<file path="src/rtl/slugtpu_arb_pkg.sv">
// slugtpu_arb_pkg: shared types and index helpers for the round-robin FIFO arbiter
package slugtpu_arb_pkg;
  typedef enum logic {IDLE = 1'b0, LOCK = 1'b1} arb_state_e;
  function automatic int id_width(input int n);
    return (n > 1) ? $clog2(n) : 1;
  endfunction
  // a is at most 2n-2 here, so one subtraction brings it back into range
  function automatic int wrap(input int a, input int n);
    return (a >= n) ? a - n : a;
  endfunction
endpackage

</file>
<file path="src/rtl/fifo_rr_arbiter_rr_pick.sv">
// rr_pick: combinational rotating priority encoder scanning from ptr upward with wrap
//   req    in  N      request vector
//   ptr    in  ID_W   highest-priority index
//   gnt    out N      one-hot grant, zero when no request
//   gnt_id out ID_W   granted index, zero when no request
//   any    out 1      some request is present
module rr_pick
  import slugtpu_arb_pkg::*;
#(
  parameter int N    = 4,
  parameter int ID_W = id_width(N)
) (
  input  logic [N-1:0]    req,
  input  logic [ID_W-1:0] ptr,
  output logic [N-1:0]    gnt,
  output logic [ID_W-1:0] gnt_id,
  output logic            any
);
  always_comb begin
    gnt    = '0;
    gnt_id = '0;
    any    = 1'b0;
    for (int i = 0; i < N; i++)
      if (!any && req[wrap(int'(ptr) + i, N)]) begin
        any    = 1'b1;
        gnt_id = ID_W'(wrap(int'(ptr) + i, N));
      end
    gnt[gnt_id] = any;
  end
endmodule

</file>
<file path="src/rtl/fifo_rr_arbiter.sv">
// fifo_rr_arbiter: round-robin sharing of one FIFO write port among NUM_REQ_P valid/ready streams
//   clk_i, rst_ni (sync, active-low)
//   req_valid_i/req_data_i/req_last_i/req_ready_o  per-requester streams (data packed k*WIDTH_P)
//   data_o/valid_o/ready_i                         FIFO write port
//   grant_o/grant_id_o                             current grant, zero when none
//   SLUGTPU_ARB_BURST_LOCK_EN enables burst lock (up to BURST_P beats or until last)
module fifo_rr_arbiter
  import slugtpu_arb_pkg::*;
#(
  parameter int NUM_REQ_P = 4,
  parameter int WIDTH_P   = 8,
  parameter int BURST_P   = 4,
  localparam int ID_W     = id_width(NUM_REQ_P)
) (
  input  logic                         clk_i,
  input  logic                         rst_ni,
  input  logic [NUM_REQ_P-1:0]         req_valid_i,
  input  logic [NUM_REQ_P*WIDTH_P-1:0] req_data_i,
  input  logic [NUM_REQ_P-1:0]         req_last_i,
  output logic [NUM_REQ_P-1:0]         req_ready_o,
  output logic [WIDTH_P-1:0]           data_o,
  output logic                         valid_o,
  input  logic                         ready_i,
  output logic [NUM_REQ_P-1:0]         grant_o,
  output logic [ID_W-1:0]              grant_id_o
);
  logic [ID_W-1:0]      r_ptr, w_ptr_nxt, w_ptr_inc, w_pick_id, w_lock_id, w_id;
  logic [NUM_REQ_P-1:0] w_pick_gnt, w_gnt;
  logic                 w_any, w_lock, w_has, w_xfer;
  rr_pick #(.N(NUM_REQ_P), .ID_W(ID_W)) u_pick (
    .req    (req_valid_i),
    .ptr    (r_ptr),
    .gnt    (w_pick_gnt),
    .gnt_id (w_pick_id),
    .any    (w_any)
  );
  assign w_id      = w_lock ? w_lock_id : w_pick_id;
  assign w_gnt     = w_lock ? NUM_REQ_P'(1) << w_lock_id : w_pick_gnt;
  assign w_has     = w_lock | w_any;
  assign w_ptr_inc = ID_W'(wrap(int'(w_id) + 1, NUM_REQ_P));
  // valid_o depends only on requester valids and registered state, never on ready_i
  always_comb begin
    grant_o     = (rst_ni && w_has) ? w_gnt : '0;
    grant_id_o  = (rst_ni && w_has) ? w_id : '0;
    valid_o     = rst_ni && w_has && req_valid_i[w_id];
    data_o      = (rst_ni && w_has) ? req_data_i[w_id*WIDTH_P +: WIDTH_P] : '0;
    req_ready_o = (rst_ni && w_has) ? w_gnt & {NUM_REQ_P{ready_i}} : '0;
    w_xfer      = valid_o && ready_i;
  end
`ifdef SLUGTPU_ARB_BURST_LOCK_EN
  localparam int CNT_W = $clog2(BURST_P + 1);
  arb_state_e       r_state, w_state_nxt;
  logic [ID_W-1:0]  r_owner, w_owner_nxt;
  logic [CNT_W-1:0] r_cnt, w_cnt_nxt;
  logic             w_last;
  assign w_lock    = r_state == LOCK;
  assign w_lock_id = r_owner;
  assign w_last    = req_last_i[w_id];
  always_ff @(posedge clk_i)
    if (!rst_ni) begin
      r_state <= IDLE;
      r_ptr   <= '0;
      r_owner <= '0;
      r_cnt   <= '0;
    end else begin
      r_state <= w_state_nxt;
      r_ptr   <= w_ptr_nxt;
      r_owner <= w_owner_nxt;
      r_cnt   <= w_cnt_nxt;
    end
  // ptr only moves when a grant ends, so a locked burst does not shift priority
  always_comb begin
    w_state_nxt = r_state;
    w_ptr_nxt   = r_ptr;
    w_owner_nxt = r_owner;
    w_cnt_nxt   = r_cnt;
    if (w_xfer) begin
      if (w_lock) begin
        w_cnt_nxt = r_cnt + 1'b1;
        if (w_last || int'(r_cnt) + 1 == BURST_P) begin
          w_state_nxt = IDLE;
          w_ptr_nxt   = w_ptr_inc;
        end
      end else if (!w_last && BURST_P > 1) begin
        w_state_nxt = LOCK;
        w_owner_nxt = w_id;
        w_cnt_nxt   = CNT_W'(1);
      end else
        w_ptr_nxt = w_ptr_inc;
    end
  end
`else
  logic w_unused;
  assign w_unused  = ^req_last_i;
  assign w_lock    = 1'b0;
  assign w_lock_id = '0;
  assign w_ptr_nxt = w_xfer ? w_ptr_inc : r_ptr;
  always_ff @(posedge clk_i)
    if (!rst_ni) r_ptr <= '0;
    else r_ptr <= w_ptr_nxt;
`endif
endmodule

</file>
<file path="config.mk">
export PLATFORM = sky130hd
export DESIGN_NAME = fifo_rr_arbiter
export DESIGN_NICKNAME = d
export VERILOG_FILES = /design/src/rtl/slugtpu_arb_pkg.sv /design/src/rtl/fifo_rr_arbiter_rr_pick.sv /design/src/rtl/fifo_rr_arbiter.sv
export SDC_FILE = /design/constraint.sdc
export NUM_CORES = 1
export LEC_CHECK = 0
export BUFFER_PORTS_ARGS = -buffer_cell sky130_fd_sc_hd__buf_4
export CORE_MARGIN = 3
export CORE_UTILIZATION = 33
export CTS_CLUSTER_SIZE = 30
export DETAILED_ROUTE_END_ITERATION = 6
export PLACE_DENSITY_LB_ADDON = 0.25
export SYNTH_ARGS = -nofsm -noshare
export SYNTH_HDL_FRONTEND = slang
export SYNTH_SLANG_ARGS = --single-unit
</file>
<file path="constraint.sdc">
create_clock -name clk_i -period 2.91 [get_ports clk_i]
set_input_delay 0.291 -clock clk_i [delete_from_list [all_inputs] [get_ports clk_i]]
set_output_delay 0.291 -clock clk_i [all_outputs]
set_load 0.02 [all_outputs]
</file>
==> run metrics <==
CTS buffer count=3; FF-to-FF End=r_ptr[1]; fin crit share=75.4%; layout cells sized above 1=51.6%; Final Instance Count excl. Fillers=137; r2r startpoint=r_ptr[1]; chip width=44.5 um; WL per Instance=12.3 um; status=finished, final reports clean; Final Max Tran Viols=0; Setup TNS=0 ps; hold path start=rst_ni; global route overflow=0; root buf cell=clkbuf_4; Largest stage delay, worst path=410 ps; Sw Share=39.5%; reg2reg setup slack=1440 ps; Synth top area share=34.9%; Final Skew=1.71 ps; CTS max path bufs=2; Slew headroom=70.5%; Crit path max-delay family=simple AND/OR/NAND/NOR gates; PwrDens=325 nW/um^2; DP HPWL=1.34 mm; Die Area=1980 um^2; Hold Path Sink=r_ptr[0]; Synth Cell Area=488 um^2; Reg power frac=11.6%; Ant. Diodes=0; Gates resized, CTS repair=0; final WL=1.68 mm; CTS tree=built; first-pass GRT wire length=2.45 mm; CP startpoint kind=flop; CP Cell Sequence=mux2i_1 -> o32ai_1 -> nor2_1 -> nand2_1 -> o22ai_1 -> buf_4; crit path max-delay cell type=dfxtp_1; remaining antenna violation count after routing=0; IO Port Bufs=57; die height=44.5 um; # clock sinks=2; post-synth cell types=20; Psw=117 uW; Clk pwr share=20.0%; Crit path required time=2620 ps; pre-CTS setup slack=922 ps; Critical Path End Type=output port; clk slew on worst S/H paths=30 ps; Largest Register=r_ptr; largest area contributor in the netlist=mux2i_1; vias in the first global route=596; Post-DP Area=888 um^2; DRT iter0 DRCs=2; internal power=179 uW; yosys warns=0; Buf/Inv on CP=1; Seq/Total Area, Yosys=8.21%; Final min period=2190 ps; Residual DRC=0; synthesis-to-finish area growth=86.7%; Final nets=167; reg2reg path depth=6; Post-CTS Setup Bufs=0; RSZ-0062 raised after global routing=no; Final Wtd Congestion=0.740; initial antenna violation count=0; row cnt=13; total number of H-tree levels=1; WHS Path Cells=2; design area=911 um^2; Hold Crit Class=in2reg; Max VDD drop=0.312 mV; #FFs+latches synth=2; Cells after Synth=65; Core ar.=1350 um^2; Post-CTS Hold Buffers=0; kind of critical path=reg2out; via/cell ratio=4.93; Crit Path Max Fanout=13; Leak Pwr=0.497 nW; largest net degree at the start of global routing=23; DR vias=676; Final Worst Setup Slack=716 ps; starting density of the core=36.1%; Worst Tran Pin Value=437 ps; endpoints failing hold=0; Worst Hold Margin=317 ps; Post-Place Cells=134; logic gate share of total power=68.4%; Mean Syn Cell Area=7.51 um^2; CP Data Arrival Time=1900 ps; Max-Cap Viols=0; max reg flops=2; largest cells by area after synthesis=mux2i_1 35%, o22ai_1 10%, buf_12 8.2%, dfxtp_1 8.2%, nor2_1 5.4%; Top Ports=62; Final setup viols=0; Post-Syn Nets=108; Total GRT Usage=16.1%; achievable clock frequency=0.456 GHz; Detailed Routing Iterations Pass 1=2; Clock Latency Late Sink=220 ps; biggest regs=r_ptr (2)
==> per-stage QoR <==
| stage | total power [mW] | utilization, % |
|---|---|---|
| finish | 0.296 | 67.5 |
| global route | 0.321 | 67.5 |
| CTS | 0.302 | 67.5 |
| detailed placement | 0.239 | 65.8 |
| global placement | 0.236 | 65.8 |
| floorplan | 0.165 | - |
==> routing by layer <==
metal  track usage [%]  vias to the layer above  share of wire, %
li1                  -                      355                 -
met1              18.6                      296                38
met2              27.9                       25                54
met3              3.66                        0               8.0
met4              7.23                        0                 0
met5                 0                        -                 0
==> cells by family (layout without fill, tap and decap cells) <==
kind of cell	after synthesis	count (layout)	synth area share, %
AO/OA/AOI/OAI	18	18	23.6
multiplexers	17	17	34.9
AND/OR/NAND/NOR	16	16	14.4
buffers and inverters	11	68	17.2
flip-flops	2	2	8.21
XOR/XNOR	1	1	1.80
==> area by class of cell <==
class / instances / area [um^2]
timing repair buffer: 59 / 443
multi-input combinational: 52 / 364
clock buffer: 3 / 22.5
tap: 15 / 18.8
inverter: 6 / 22.5
sequential: 2 / 40.0
fill: 137 / 439
==> power groups by stage <==
stage	registers, mW	logic (mW)	clock network [mW]
2_1_floorplan	0.0337	0.132	0
3_3_place_gp	0.0346	0.201	0
3_5_place_dp	0.0346	0.204	0
4_1_cts	0.0343	0.205	0.0628
5_1_grt	0.0346	0.218	0.0679
6_report	0.0344	0.203	0.0594
==> cell usage after synthesis, drive strengths merged <==
cell type  number
nor4            1
o22ai           8
buf             5
nor2            7
o32ai           1
o211a           1
a21oi           4
a21o            1
o21ai           2
nand2           3
o22a            1
dfxtp           2
nand2b          1
inv             6
mux2i          17
xnor2           1
nor3            4
==> cell usage in the layout (no fill, tap or decap), types with 3 or more instances in the layout <==
cell	synthesis	layout
nand2_1	3	3
inv_1	5	5
nor2_1	7	7
clkbuf_4	0	3
o22ai_1	8	8
mux2i_1	17	17
a21oi_1	4	4
nor3_1	4	4
buf_4	0	59
==> worst max path at each step <==
stage / to / startpoint / slack, ps / cells after the start
after floorplan: req_ready_o[1] / r_ptr[1] / 1000 / 6
after global placement: data_o[4] / req_valid_i[2] / 920 / 8
after detailed placement: data_o[4] / req_valid_i[0] / 920 / 8
after CTS: data_o[0] / r_ptr[1] / 690 / 6
after global routing: data_o[2] / r_ptr[1] / 550 / 6
final: data_o[0] / r_ptr[1] / 720 / 6
(Power assumes the default switching activity.)
